==> src/rtl/xor_unit_arbiter.sv <==
// xor_unit_arbiter: shares one N-bit BitWiseXOR datapath among R requesters using
// work-conserving round-robin arbitration. The winner's a^b is registered together with
// its requester ID and offered on a single valid/ready response port.
//
// Ports:
//   clk_i         clock, rising edge
//   rst_i         asynchronous active-high reset
//   req_valid_i   [R]    per-requester operand pair valid
//   req_ready_o   [R]    per-requester accept (one-hot or zero)
//   req_a_i       [R*N]  operand A, requester i at [i*N +: N]
//   req_b_i       [R*N]  operand B, requester i at [i*N +: N]
//   rsp_valid_o          result valid
//   rsp_ready_i          downstream accept
//   rsp_c_o       [N]    registered a^b of the granted requester
//   rsp_id_o      [IDW]  index of the requester that produced rsp_c_o
//   xfer_count_o  [CW]   completed response handshakes, wraps

module BitWiseXOR #(
  parameter int N     = 32,
  parameter     MODEL = "Structural"
) (
  input  logic [N-1:0] a_i,
  input  logic [N-1:0] b_i,
  output logic [N-1:0] c_o
);

  if (MODEL == "Behavioral") begin : g_behavioral
    always_comb begin
      c_o = '0;
      for (int i = 0; i < N; i++) begin
        c_o[i] = a_i[i] ^ b_i[i];
      end
    end
  end else if (MODEL == "DataFlow") begin : g_dataflow
    assign c_o = a_i ^ b_i;
  end else begin : g_structural
    for (genvar g = 0; g < N; g++) begin : g_bit
      assign c_o[g] = (a_i[g] & ~b_i[g]) | (~a_i[g] & b_i[g]);
    end
  end

endmodule

module xor_unit_arbiter #(
  parameter int N     = 32,
  parameter int R     = 4,
  parameter     MODEL = "Structural",
  parameter int CW    = 16,
  localparam int IDW  = $clog2(R)
) (
  input  logic           clk_i,
  input  logic           rst_i,
  input  logic [R-1:0]   req_valid_i,
  output logic [R-1:0]   req_ready_o,
  input  logic [R*N-1:0] req_a_i,
  input  logic [R*N-1:0] req_b_i,
  output logic           rsp_valid_o,
  input  logic           rsp_ready_i,
  output logic [N-1:0]   rsp_c_o,
  output logic [IDW-1:0] rsp_id_o,
  output logic [CW-1:0]  xfer_count_o
);

  typedef enum logic {StEmpty, StFull} state_e;

  state_e         state_q, state_d;
  logic [IDW-1:0] ptr_q, ptr_d;
  logic [N-1:0]   rsp_c_q, rsp_c_d;
  logic [IDW-1:0] rsp_id_q, rsp_id_d;
  logic [CW-1:0]  count_q, count_d;

  logic           can_accept;
  logic           handshake;
  logic           found;
  logic           grant;
  logic [IDW-1:0] win;
  logic [N-1:0]   a_sel, b_sel, xor_out;

  assign rsp_valid_o  = (state_q == StFull);
  assign handshake    = rsp_valid_o & rsp_ready_i;
  assign can_accept   = (state_q == StEmpty) | handshake;
  assign rsp_c_o      = rsp_c_q;
  assign rsp_id_o     = rsp_id_q;
  assign xfer_count_o = count_q;

  // Winner is the valid requester with the smallest rotated distance from ptr_q.
  always_comb begin
    int best_d;
    int d;
    best_d = R;
    d      = 0;
    win    = '0;
    for (int i = 0; i < R; i++) begin
      if (req_valid_i[i]) begin
        d = (i + R - int'(ptr_q)) % R;
        if (d < best_d) begin
          best_d = d;
          win    = IDW'(i);
        end
      end
    end
    found = (best_d < R);
  end

  assign grant = found & can_accept;

  always_comb begin
    req_ready_o = '0;
    a_sel       = '0;
    b_sel       = '0;
    for (int i = 0; i < R; i++) begin
      req_ready_o[i] = grant && (win == IDW'(i));
      if (win == IDW'(i)) begin
        a_sel = req_a_i[i*N +: N];
        b_sel = req_b_i[i*N +: N];
      end
    end
  end

  BitWiseXOR #(
    .N     (N),
    .MODEL (MODEL)
  ) u_xor (
    .a_i (a_sel),
    .b_i (b_sel),
    .c_o (xor_out)
  );

  always_comb begin
    state_d  = state_q;
    ptr_d    = ptr_q;
    rsp_c_d  = rsp_c_q;
    rsp_id_d = rsp_id_q;
    count_d  = count_q;
    if (handshake) begin
      count_d = count_q + CW'(1);
    end
    if (grant) begin
      state_d  = StFull;
      rsp_c_d  = xor_out;
      rsp_id_d = win;
      ptr_d    = (win == IDW'(R - 1)) ? '0 : win + IDW'(1);
    end else if (handshake) begin
      state_d = StEmpty;
    end
  end

  always_ff @(posedge clk_i or posedge rst_i) begin
    if (rst_i) begin
      state_q  <= StEmpty;
      ptr_q    <= '0;
      rsp_c_q  <= '0;
      rsp_id_q <= '0;
      count_q  <= '0;
    end else begin
      state_q  <= state_d;
      ptr_q    <= ptr_d;
      rsp_c_q  <= rsp_c_d;
      rsp_id_q <= rsp_id_d;
      count_q  <= count_d;
    end
  end

endmodule

==> config.mk <==
export PLATFORM = sky130hd
export DESIGN_NAME = xor_unit_arbiter
export DESIGN_NICKNAME = d
export VERILOG_FILES = /design/src/rtl/xor_unit_arbiter.sv
export SDC_FILE = /design/constraint.sdc
export NUM_CORES = 1
export LEC_CHECK = 0
export ABC_AREA = 1
export BUFFER_PORTS_ARGS = -buffer_cell sky130_fd_sc_hd__buf_2
export CAP_MARGIN = 15
export CORE_AREA = 2 2 123 125
export DETAILED_ROUTE_END_ITERATION = 7
export DIE_AREA = 0 0 125 127
export PLACE_DENSITY = 0.7
export REMOVE_ABC_BUFFERS = 1
export SETUP_SLACK_MARGIN = 0.1
export SLEW_MARGIN = 10
export SYNTH_ARGS = -nofsm -noshare
export SYNTH_HDL_FRONTEND = slang
export SYNTH_SLANG_ARGS = --single-unit
==> constraint.sdc <==
create_clock -name clk_i -period 9.05 [get_ports clk_i]
set_input_delay 1.3575 -clock clk_i [delete_from_list [all_inputs] [get_ports clk_i]]
set_output_delay 1.3575 -clock clk_i [all_outputs]
set_load 0.02 [all_outputs]
---- Word-level counts from Yosys, hierarchy flattened ----
Cells that the tools add are included.
storage, ports and cells
  flip-flop bits (word level) ............. 53
  input port bits ......................... 263
  output and inout port bits .............. 55
  logic and storage cells ................. 222
operators by class
  add/sub/neg operators ................... 6
  $lt $le $gt $ge ......................... 5
  eq/ne operators ......................... 3
  muxes and demuxes ....................... 25
  bitwise gates (word level) .............. 168
  reduce and logical (&&, ||, !) cells .... 10
operators with widths
  kind                                                          count
  two-way mux 32 bit                                            16
  less-than comparator 3 x 32 -> 1 bit                          3
  bitwise AND 1 bit                                             70
  NOT 1 bit                                                     65
  OR 1 bit                                                      33
  less-than comparator 32 x 4 -> 1 bit (second input constant)  1
  adder 16 x 1 -> 16 bit (second input constant)                1
  subtractor 3 x 2 -> 4 bit (first input constant)              4
  two-way mux 2 bit                                             5
  OR reduction 2 bit                                            4
  equality test 2 bit (second input constant)                   2
  logical AND 1 bit                                             4
  less-than comparator 3 x 4 -> 1 bit (second input constant)   1
  two-way mux 1 bit                                             4
  adder 2 x 1 -> 2 bit (second input constant)                  1
  equality test 2 x 1 -> 1 bit (second input constant)          1
  zero test 2 bit                                               1
  nonzero test 2 bit                                            1

---- Depth between registers and ports, before layout ----
Gate-level depths: netlist (run 1).
  word-level depth ........................ 23
  depth in mapped cells ................... 31
  gate-level depth less buffers ........... 29

---- Modules after synthesis ----
From an unflattened synthesis (run 1), not the netlist that was laid out.
second synthesis, totals
  cells, all modules ...................... 740
  area, all modules ....................... 4753.3 sq um
by module, submodules not included
  module            times used  cells an instance  area each (sq um)  seq. area each (sq um)
  xor_unit_arbiter  1           580                4152.7             1326.3
  BitWiseXOR        1           160                600.6              0.0

---- Worst setup path before layout (run 1) ----
OpenSTA, ideal clock, no wires.
  kind .................................... input to output
  from .................................... in req_valid_i[0]
  to ...................................... out req_ready_o[0]
  arrival ................................. 3993 ps
  required time ........................... 7693 ps
  path slack .............................. 3700 ps
  stages on the path ...................... 25
  path buffers ............................ 2
  path through ............................ nand2_1 inv_1 nor3_1 a31oi_1 ha_1 inv_1 nor2_1 nand2_1 nand3_1 nand2_1 o21ai_0 ha_1 inv_1 a21oi_1 nand2_1 nand2_1 nand2_1 nand2_1 nand2_1 inv_1 ha_1 buf_2 clkbuf_1 inv_1 nor2_1
between the ends
  elaborated cells on any way between the ends .. 20
  those cells by class .................... 4 x order compare; 13 x mux; 1 x bitwise; 2 x reduce/logical
RTL lines
  item                                  line  RTL
  from (decl)                           53    input logic [R-1:0] req_valid_i,
  two-way mux 32 bit (*)                94    if (req_valid_i[i]) begin
  less-than comparator 3 x 32 -> 1 bit  96    if (d < best_d) begin
  two-way mux 32 bit                    96
  two-way mux 32 bit                    94
  less-than comparator 3 x 32 -> 1 bit  96
  two-way mux 32 bit                    96
  two-way mux 32 bit                    94
  less-than comparator 3 x 32 -> 1 bit  96
  two-way mux 2 bit                     96
  two-way mux 2 bit (*)                 94
  via win[0]                            76    logic [IDW-1:0] win;
  zero test 2 bit (*)                   112   req_ready_o[i] = grant && (win == IDW'(i));
  logical AND 1 bit (*)                 112
  to (decl)                             54    output logic [R-1:0] req_ready_o,
The timed path passes the listed nets; every way through them passes the cells marked *.

---- Final worst setup path (run 1) ----
  from .................................... in req_valid_i[0]
  to ...................................... out req_ready_o[1]
between the ends
  elaborated cells on any way between the ends .. 20
  those cells by class .................... 4 x order compare; 1 x eq/ne; 13 x mux; 1 x bitwise; 1 x reduce/logical
RTL lines
  item                                  line
  two-way mux 32 bit (*)                94
  less-than comparator 3 x 32 -> 1 bit  96
  two-way mux 32 bit                    96
  two-way mux 32 bit (*)                94
  less-than comparator 3 x 32 -> 1 bit  96
  two-way mux 32 bit                    96
  two-way mux 32 bit                    94
  less-than comparator 3 x 32 -> 1 bit  96
  two-way mux 2 bit                     96
  two-way mux 2 bit (*)                 94
  via win[1]                            76
  equality test 2 x 1 -> 1 bit (*)      112
  logical AND 1 bit (*)                 112
Marked as above.

==> metrics.txt, run 1 <==
Max-slew headroom=0.447; outcome=finished clean; sequential fraction of the synthesis area=0.284; Clock Power Share=0.099; Max rail drop VDD=0.000208 V; largest net degree at the start of global routing=66; initial antenna violation count=0; Arrival @ worst endpoint=4.89 ns; FMAX=0.160 GHz; internal power=945 uW; DRT antenna net count=0; fraction of synthesis flops using an asynchronous set or reset pin=1.00; postcts setup bufs=0; first-pass GRT wire length=24.9 mm; IO Port Bufs=317; worst slew pin tran=0.829 ns; Worst-Skew Late Latency=0.29 ns; final worst path period need=6.25 ns; Core Area=14400 sq um; total track usage=0.190; initial DRC count=233; PwrDens=304 nW/um^2; Setup-failing EPs final=0; clk buf depth=2; Placement Setup Slack=2.76 ns; Synth Cell Area=4670 sq um; Power, Total=1.98 mW; Worst setup SP type=input pin; Placement Rows=44; ys flop type=dfrtp_1; Critical Path Sink Type=output port; leakage power=3.59 nW; CP Class=in2out; Netlist cell types=31; FF+latch count, synth=53; synth warn=0; DR WL/cell=13.6 microns; final-stage net count=1245; Hold-fix buffers, CTS=0; htree depth=2; HPWL after detailed placement=12.0 mm; switching power=1.03 mW; number of global-route vias before repair=5234; setup TNS=0 ns; combinational power share=0.700; Mean Syn Cell Area=6.90 sq um; worst path required time=7.69 ns; total CTS buffers=5; CTS Root Cell=clkbuf_16; Inserted Diodes=0; die area=15900 sq um; MaxCap Viol Count=0; Reg power frac=0.200; Final Hold Fails=0; grt ovf=0; area delta synth->final=39.2%; clock net sink count=53; Post-Syn Instances=677; Via density=4.77; Die Y-Extent=127 microns; Residual DRC=0; Final Max Slew Viols=0; cts repair resizes=0; Vias=5530; Worst Slack Setup Final=2.80 ns; RD Place Congestion=0.806; DRT Pass-1 Iters=5; Post-synth EDFFs=0; share of layout cells above drive strength 1=0.387; final worst-path cycle share=0.690; Filler Cells Inserted=1546; CTS tree=yes; Worst Path Max Fanout=33; setup repair after global routing missed its margin=false; clock transition at the registers of the reported paths=0.07 ns; Hold WC Path Type=reg2reg; Die Wd=125 microns; Layout Skew=0.00892 ns; Top Ports=318; switch share=0.523; DRT Wirelength=15.7 mm; Initial Util=0.324
==> flip-flops by register name, summed over array words and instances (netlist names) <==
register,flops
rsp_c_o,32
xfer_count_o,16
ptr_q,2
rsp_id_o,2
rsp_valid_o,1
==> cell type report <==
class	instances	area (sq um)	area share
Clock inverter	3	22.5	0.00346
Multi-Input combinational cell	529	2930	0.451
Timing Repair Buffer	323	1630	0.251
Tap cell	184	230	0.0354
Inverter	63	239	0.0367
Clock buffer	5	125	0.0192
Sequential cell	53	1330	0.204
==> per-stage QoR <==
stage | cell area [sq um] | hold slack (ns) | utilization | instances
2_1_floorplan | 4500 | 0.513 | - | 645
3_3_place_gp | 6360 | 0.457 | 0.441 | 1152
3_5_place_dp | 6360 | 0.460 | 0.441 | 1152
4_1_cts | 6510 | 0.475 | 0.451 | 1160
5_1_grt | 6510 | 0.500 | 0.451 | 1160
6_report | 6510 | 0.475 | 0.451 | 1160
==> kinds of logic (layout without fill, tap and decap cells) <==
kind of cell	count (synthesis)	count (layout)	synth area share
and+or+nand+nor	265	265	0.241
buffers and inverters	95	394	0.0894
xor gates and xnor gates	47	47	0.0881
DFF	53	53	0.284
AOI/OAI and AO/OA	210	210	0.279
adders and majority gates	7	7	0.0187
==> worst paths after layout <==
| check | start | end | slack, ns | cells past startpoint |
|---|---|---|---|---|
| max | req_valid_i[0] | req_ready_o[1] | 2.80 | 26 |
| min | rsp_c_o[6] | rsp_c_o[6] | 0.47 | 2 |
| max reg2reg | ptr_q[0] | rsp_c_o[18] | 4.68 | 30 |
| min reg2reg | rsp_c_o[6] | rsp_c_o[6] | 0.47 | 2 |
| max in group asynchronous | rst_i | rsp_c_o[18] | 7.34 | 3 |
| min in group asynchronous | rst_i | rsp_c_o[3] | 1.25 | 3 |
==> synth_stat cells, types with 3 or more instances <==
cell type	number	share of area
buf_6	5	0.012
buf_1	4	0.0032
o211ai_1	46	0.074
nand2_1	144	0.12
o211ai_2	18	0.048
xnor2_1	9	0.017
nor2_1	55	0.044
o21ai_0	42	0.045
a21oi_1	93	0.10
inv_1	60	0.048
nand4_1	3	0.0040
dfrtp_1	53	0.28
clkbuf_1	10	0.0080
buf_2	11	0.012
o21ai_1	9	0.0096
xor2_1	38	0.071
nand3_1	40	0.043
ha_1	7	0.019
or2_2	14	0.019
==> power groups by stage <==
| stage | combinational, mW | clock [mW] | sequential (mW) |
|---|---|---|---|
| 6_report | 1.39 | 0.196 | 0.397 |
| 5_1_grt | 1.57 | 0.213 | 0.409 |
| 4_1_cts | 1.41 | 0.203 | 0.396 |
| 3_5_place_dp | 1.41 | 0 | 0.401 |
| 3_3_place_gp | 1.39 | 0 | 0.397 |
| 2_1_floorplan | 0.830 | 0 | 0.510 |
==> cells in the final DEF, fill, tap and decap left out, types with 6 or more instances in the layout <==
cell type / count
buf_2: 317
nand2_1: 144
a21oi_1: 93
inv_1: 57
nor2_1: 55
dfrtp_1: 53
o211ai_1: 46
o21ai_0: 42
nand3_1: 40
xor2_1: 38
o211ai_2: 18
or2_2: 14
o21ai_1: 9
xnor2_1: 9
ha_1: 6
buf_4: 6
==> routing by layer <==
metal  vias to the layer above  wire length [microns]  track usage
met5                         -                      0            0
met3                        14                   1050       0.0322
met1                      2427                   6640        0.228
met2                       210                   7820        0.357
met4                         0                    223       0.0405
li1                       2879                      -            -
==> critical path: stages <==
cell	delay [ns]
buf_2	0.13
nand2_1	0.06
inv_1	0.07
nor3_1	0.04
a31oi_1	0.19
ha_1	0.27
inv_1	0.06
nor2_1	0.04
nand2_1	0.06
nand3_1	0.13
nand2_1	0.10
o21ai_0	0.08
ha_1	0.28
inv_1	0.04
a21oi_1	0.11
nand2_1	0.06
nand2_1	0.05
nand2_1	0.05
nand2_1	0.09
nand2_1	0.11
inv_1	0.10
ha_2	0.73
inv_1	0.09
buf_4	0.27
nor2_1	0.14
buf_2	0.18
No activity file was read; power rests on OpenSTA's default activity.
==> run 2, diff against run 1 <==
--- a/config.mk
+++ b/config.mk
@@ -11,7 +11,7 @@
 export CORE_AREA = 2 2 123 125
 export DETAILED_ROUTE_END_ITERATION = 7
 export DIE_AREA = 0 0 125 127
-export PLACE_DENSITY = 0.7
+export PLACE_DENSITY = 0.72
 export REMOVE_ABC_BUFFERS = 1
 export SETUP_SLACK_MARGIN = 0.1
 export SLEW_MARGIN = 10
==> constraint.sdc (replaced) <==
create_clock -name clk_i -period 5.1 [get_ports clk_i]
set_input_delay 0.765 -clock clk_i [delete_from_list [all_inputs] [get_ports clk_i]]
set_output_delay 0.765 -clock clk_i [all_outputs]
set_load 0.02 [all_outputs]
==> run 2 against run 1 <==
Via count is 1.3% higher; non-clock buffer count is 2 higher; critical path depth fell by 1; cell count rose by 0.17%; setup slack worse by 2.0 ns; clock power grew 85%; sequential share of layout area is 0.055 points lower; flip-flop and latch count did not move; utilization is 0.12 points higher; global-route usage grew 1.6 points; first-iteration DRC count increased by 14%; die area did not move.
==> metrics.txt, run 2 (synthesized netlist as in run 1, its figures left out) <==
GR peak layer=met2; final worst path period need=4.29 ns; total track usage=0.206; CP peak stage delay=0.28 ns; initial antenna violation count=0; Max rail drop VDD=0.000337 V; IO Port Bufs=317; FF/Latch Area=1330 sq um; met1 usage=0.249; grt ovf=0; Top Ports=318; FMAX=0.233 GHz; setup repair after global routing missed its margin=false; postcts setup bufs=0; Worst path most repeated cell=nand2_1; outcome=finished clean; area delta synth->final=39.6%; Residual DRC=0; DR WL/cell=14.4 microns; total CTS buffers=5; clock transition at the registers of the reported paths=0.07 ns; cts repair resizes=0; Power, Total=3.57 mW; worst slew pin tran=0.699 ns; slowest stage cell, crit path=ha_1; DRT Pass-1 Iters=5; commonest non-fill, non-tap cell in the layout=buf_2; share of layout cells above drive strength 1=0.389; max reg flops=32; RD Place Congestion=0.846; clock net sink count=53; Arrival @ worst endpoint=3.53 ns; MaxCap Viol Count=0; final worst-path cycle share=0.842; CTS Root Cell=clkbuf_16; Final Hold Fails=0; M2 GR Usage=0.378; commonest non-fill, non-tap cells in the layout=buf_2, nand2_1, a21oi_1, inv_1, nor2_1; largest net degree at the start of global routing=65; delay-heaviest family, CP=simple AND/OR/NAND/NOR gates; area occupied by multi-input gates=2930 sq um; worst path required time=4.34 ns; leakage power=3.60 nW; Filler Cells Inserted=1570; initial DRC count=266; Vias=5603; Core Area=14400 sq um; DRT antenna net count=0; CTS tree=yes; number of global-route vias before repair=5393; clk buf depth=2; Hold-fix buffers, CTS=0; Worst-Skew Late Latency=0.31 ns; Final Max Slew Viols=0; DRT Wirelength=16.7 mm; CP Class=in2out; Initial Util=0.324; final-stage net count=1247; Setup-failing EPs final=0; Placement Rows=44; HPWL after detailed placement=12.8 mm; CP bufs+invs=7; setup TNS=0 ns; Die Y-Extent=127 microns; fin util=0.452; Worst setup SP type=input pin; htree depth=2; Critical Path Sink Type=output port; Worst Path Max Fanout=5; Max-slew headroom=0.534; Inserted Diodes=0; PwrDens=547 nW/um^2; Layout Skew=0.00860 ns; first-pass GRT wire length=26.5 mm; die area=15900 sq um; Die Wd=125 microns; Hold WC Path Type=reg2reg; Via density=4.82; M3 GR Usage=0.0373
[run 2: cell count changes in the layout (fill, tap and decap cells not counted)]
cell,before,now
clkinv_4,2,0
buf_4,6,8
inv_6,0,2
clkinv_2,1,0
clkinvlp_4,0,1
[run 2: tightest hold or removal path: stages (launching register included)]
cell     delay [ns]
dfrtp_1        0.34
nand2_1        0.05
nand2_1        0.05
[run 2: report_power, final]
part           switching (mW)  internal (mW)
clock                   0.177          0.186
sequential              0.108          0.598
combinational            1.60          0.903
total                    1.88           1.69
[run 2: cell type report]
| cell class | instances | share of cell area |
|---|---|---|
| flip-flops and latches | 53 | 0.203 |
| repair buffers | 325 | 0.252 |
| inverters | 63 | 0.0366 |
| well taps | 184 | 0.0353 |
| multi-input cells | 529 | 0.449 |
| clock buffers | 5 | 0.0192 |
| clock inverters | 3 | 0.00384 |
[run 2: routing by layer]
metal | up-vias | share of wire | wire length (microns)
met4 | 0 | 0.023 | 390
met3 | 24 | 0.066 | 1100
met5 | - | 0 | 0
li1 | 2881 | - | -
met1 | 2456 | 0.42 | 6990
met2 | 242 | 0.49 | 8230
[run 2: per-stage QoR]
stage	area (sq um)	setup WS [ns]	hold WS, ns	instances
after floorplan	4500	0.195	0.513	645
after global placement	6370	0.886	0.457	1154
after detailed placement	6370	0.803	0.461	1154
after CTS	6530	0.806	0.473	1162
after global routing	6530	0.504	0.505	1162
final	6530	0.807	0.475	1162
[run 2: final timing paths]
kind / startpoint / end / slack (ns) / cells after the start
worst min-delay path: rsp_c_o[27] / rsp_c_o[27] / 0.48 / 2
worst max register to register: ptr_q[0] / rsp_c_o[6] / 1.23 / 27
max in group asynchronous: rst_i / rsp_c_o[19] / 3.99 / 3
min in group asynchronous: rst_i / xfer_count_o[8] / 0.65 / 3
worst min register to register: rsp_c_o[27] / rsp_c_o[27] / 0.48 / 2
worst max-delay path: req_valid_i[0] / req_ready_o[2] / 0.81 / 25
==> run 3, diff against run 2 <==
==> constraint.sdc (replaced) <==
create_clock -name clk_i -period 3.9 [get_ports clk_i]
set_input_delay 0.585 -clock clk_i [delete_from_list [all_inputs] [get_ports clk_i]]
set_output_delay 0.585 -clock clk_i [all_outputs]
set_load 0.02 [all_outputs]
==> run 3 against run 2 <==
Via count is 2.9% higher; combinational power increased by 52%; first-iteration DRC count shrank 11%; flip-flop and latch count unchanged; clock power rose by 28%; register-to-register slack got worse by 0.88 ns; non-clock buffer count up 20; setup slack worse by 0.73 ns; cell count grew 1.7%; sequential power grew 31%; critical path depth is the same; cell area grew 5.1%; critical path type is now reg2out; largest cell class unchanged.
==> metrics.txt, run 3 (synthesized netlist as in run 1, its figures left out) <==
worst slew pin tran=0.785 ns; Worst Path Max Fanout=6; Final Instance Area=6860 sq um; Final Hold Fails=0; Max-slew headroom=0.476; Inserted Diodes=0; Hold WC Path Type=in2async; Die Wd=125 microns; final-stage net count=1267; Critical Path Sink Type=output port; GR peak layer=met2; Die Y-Extent=127 microns; Layout Skew=0.00357 ns; DRT antenna net count=0; Hold-fix buffers, CTS=0; M2 GR Usage=0.381; initial DRC count=237; leakage power=3.73 nW; total CTS buffers=5; Final Max Slew Viols=0; Power, Total=5.17 mW; DR WL/cell=14.7 microns; commonest non-fill, non-tap cells in the layout=buf_2, nand2_1, a21oi_1, nor2_1, dfrtp_1; CP bufs+invs=7; Max rail drop VDD=0.000371 V; clock transition at the registers of the reported paths=0.07 ns; Vias=5765; setup TNS=0 ns; initial antenna violation count=0; CTS Root Cell=clkbuf_16; worst path required time=3.31 ns; Placement Rows=44; CP peak stage delay=0.44 ns; Residual DRC=0; final worst path period need=3.83 ns; Worst path most repeated cell=nand2_1; final worst-path cycle share=0.981; RD Place Congestion=0.906; largest net degree at the start of global routing=40; CP Class=reg2out; IO Port Bufs=317; FMAX=0.261 GHz; DRT Pass-1 Iters=4; grt ovf=0; Worst setup SP type=register; Worst-Skew Late Latency=0.29 ns; PwrDens=754 nW/um^2; HPWL after detailed placement=13.3 mm; dpl cell area=6450 sq um; CTS tree=yes; fin util=0.475; clock net sink count=53; delay-heaviest family, CP=simple AND/OR/NAND/NOR gates; Core Area=14400 sq um; MaxCap Viol Count=0; DRT Wirelength=17.4 mm; htree depth=2; Arrival @ worst endpoint=3.24 ns; area delta synth->final=46.7%; die area=15900 sq um; met1 usage=0.262; max reg flops=32; number of global-route vias before repair=5476; total track usage=0.209; Top Ports=318; share of layout cells above drive strength 1=0.421; commonest non-fill, non-tap cell in the layout=buf_2; Setup-failing EPs final=0; clk buf depth=2; setup repair after global routing missed its margin=true; M3 GR Usage=0.0322; first-pass GRT wire length=26.9 mm; Initial Util=0.324; slowest stage cell, crit path=dfrtp_1; outcome=finished clean; Via density=4.88
## run 3: changes by cell type in the layout (fill, tap and decap cells not counted), sizes merged
cell / before / now
buf: 325 / 344
clkbuf: 5 / 6
## run 3: path summary, 6_finish.rpt
check                      cells past startpoint             start  slack, ns               end
min reg2reg                                    1  xfer_count_o[15]       0.47  xfer_count_o[15]
max                                           25          ptr_q[0]       0.07    req_ready_o[1]
min                                            2             rst_i       0.43   xfer_count_o[6]
max in group asynchronous                      3             rst_i       2.71       rsp_c_o[13]
min in group clk_i                             1  xfer_count_o[15]       0.47  xfer_count_o[15]
max reg2reg                                   31          ptr_q[0]       0.35       rsp_c_o[29]
## run 3: repair_timing
action	CTS	global route
pin swaps	1	17
setup endpoints to repair	4	36
hold endpoints to repair	0	0
setup buffers	4	9
gates cloned	0	1
gates resized for setup	5	42
## run 3: final cells by class
cell class | instances | area (sq um)
repair buffers | 345 | 1860
clock inverters | 3 | 25.0
clock buffers | 5 | 125
well taps | 184 | 230
inverters | 63 | 251
flip-flops and latches | 53 | 1330
fillers | 1495 | 7570
multi-input cells | 529 | 3040
## run 3: report_power, final
part | leakage (nW) | internal, mW | switching (mW)
combinational | 3.01 | 1.51 | 2.28
sequential | 0.647 | 0.782 | 0.141
clock | 0.0708 | 0.243 | 0.221
## run 3: per-layer routing
metal  up-vias  routed length (microns)
met1      2586                     7340
met5         -                        0
li1       2927                        -
met3        21                     1080
met4         0                      275
met2       231                     8710
## run 3: through the flow
step                cells  hold WS (ns)  setup slack [ns]
floorplan             645         0.513            -0.645
global placement     1161         0.457            0.0513
detailed placement   1161         0.458          -0.00446
CTS                  1173         0.465            0.0815
global route         1182         0.486            -0.148
finish               1182         0.431            0.0737
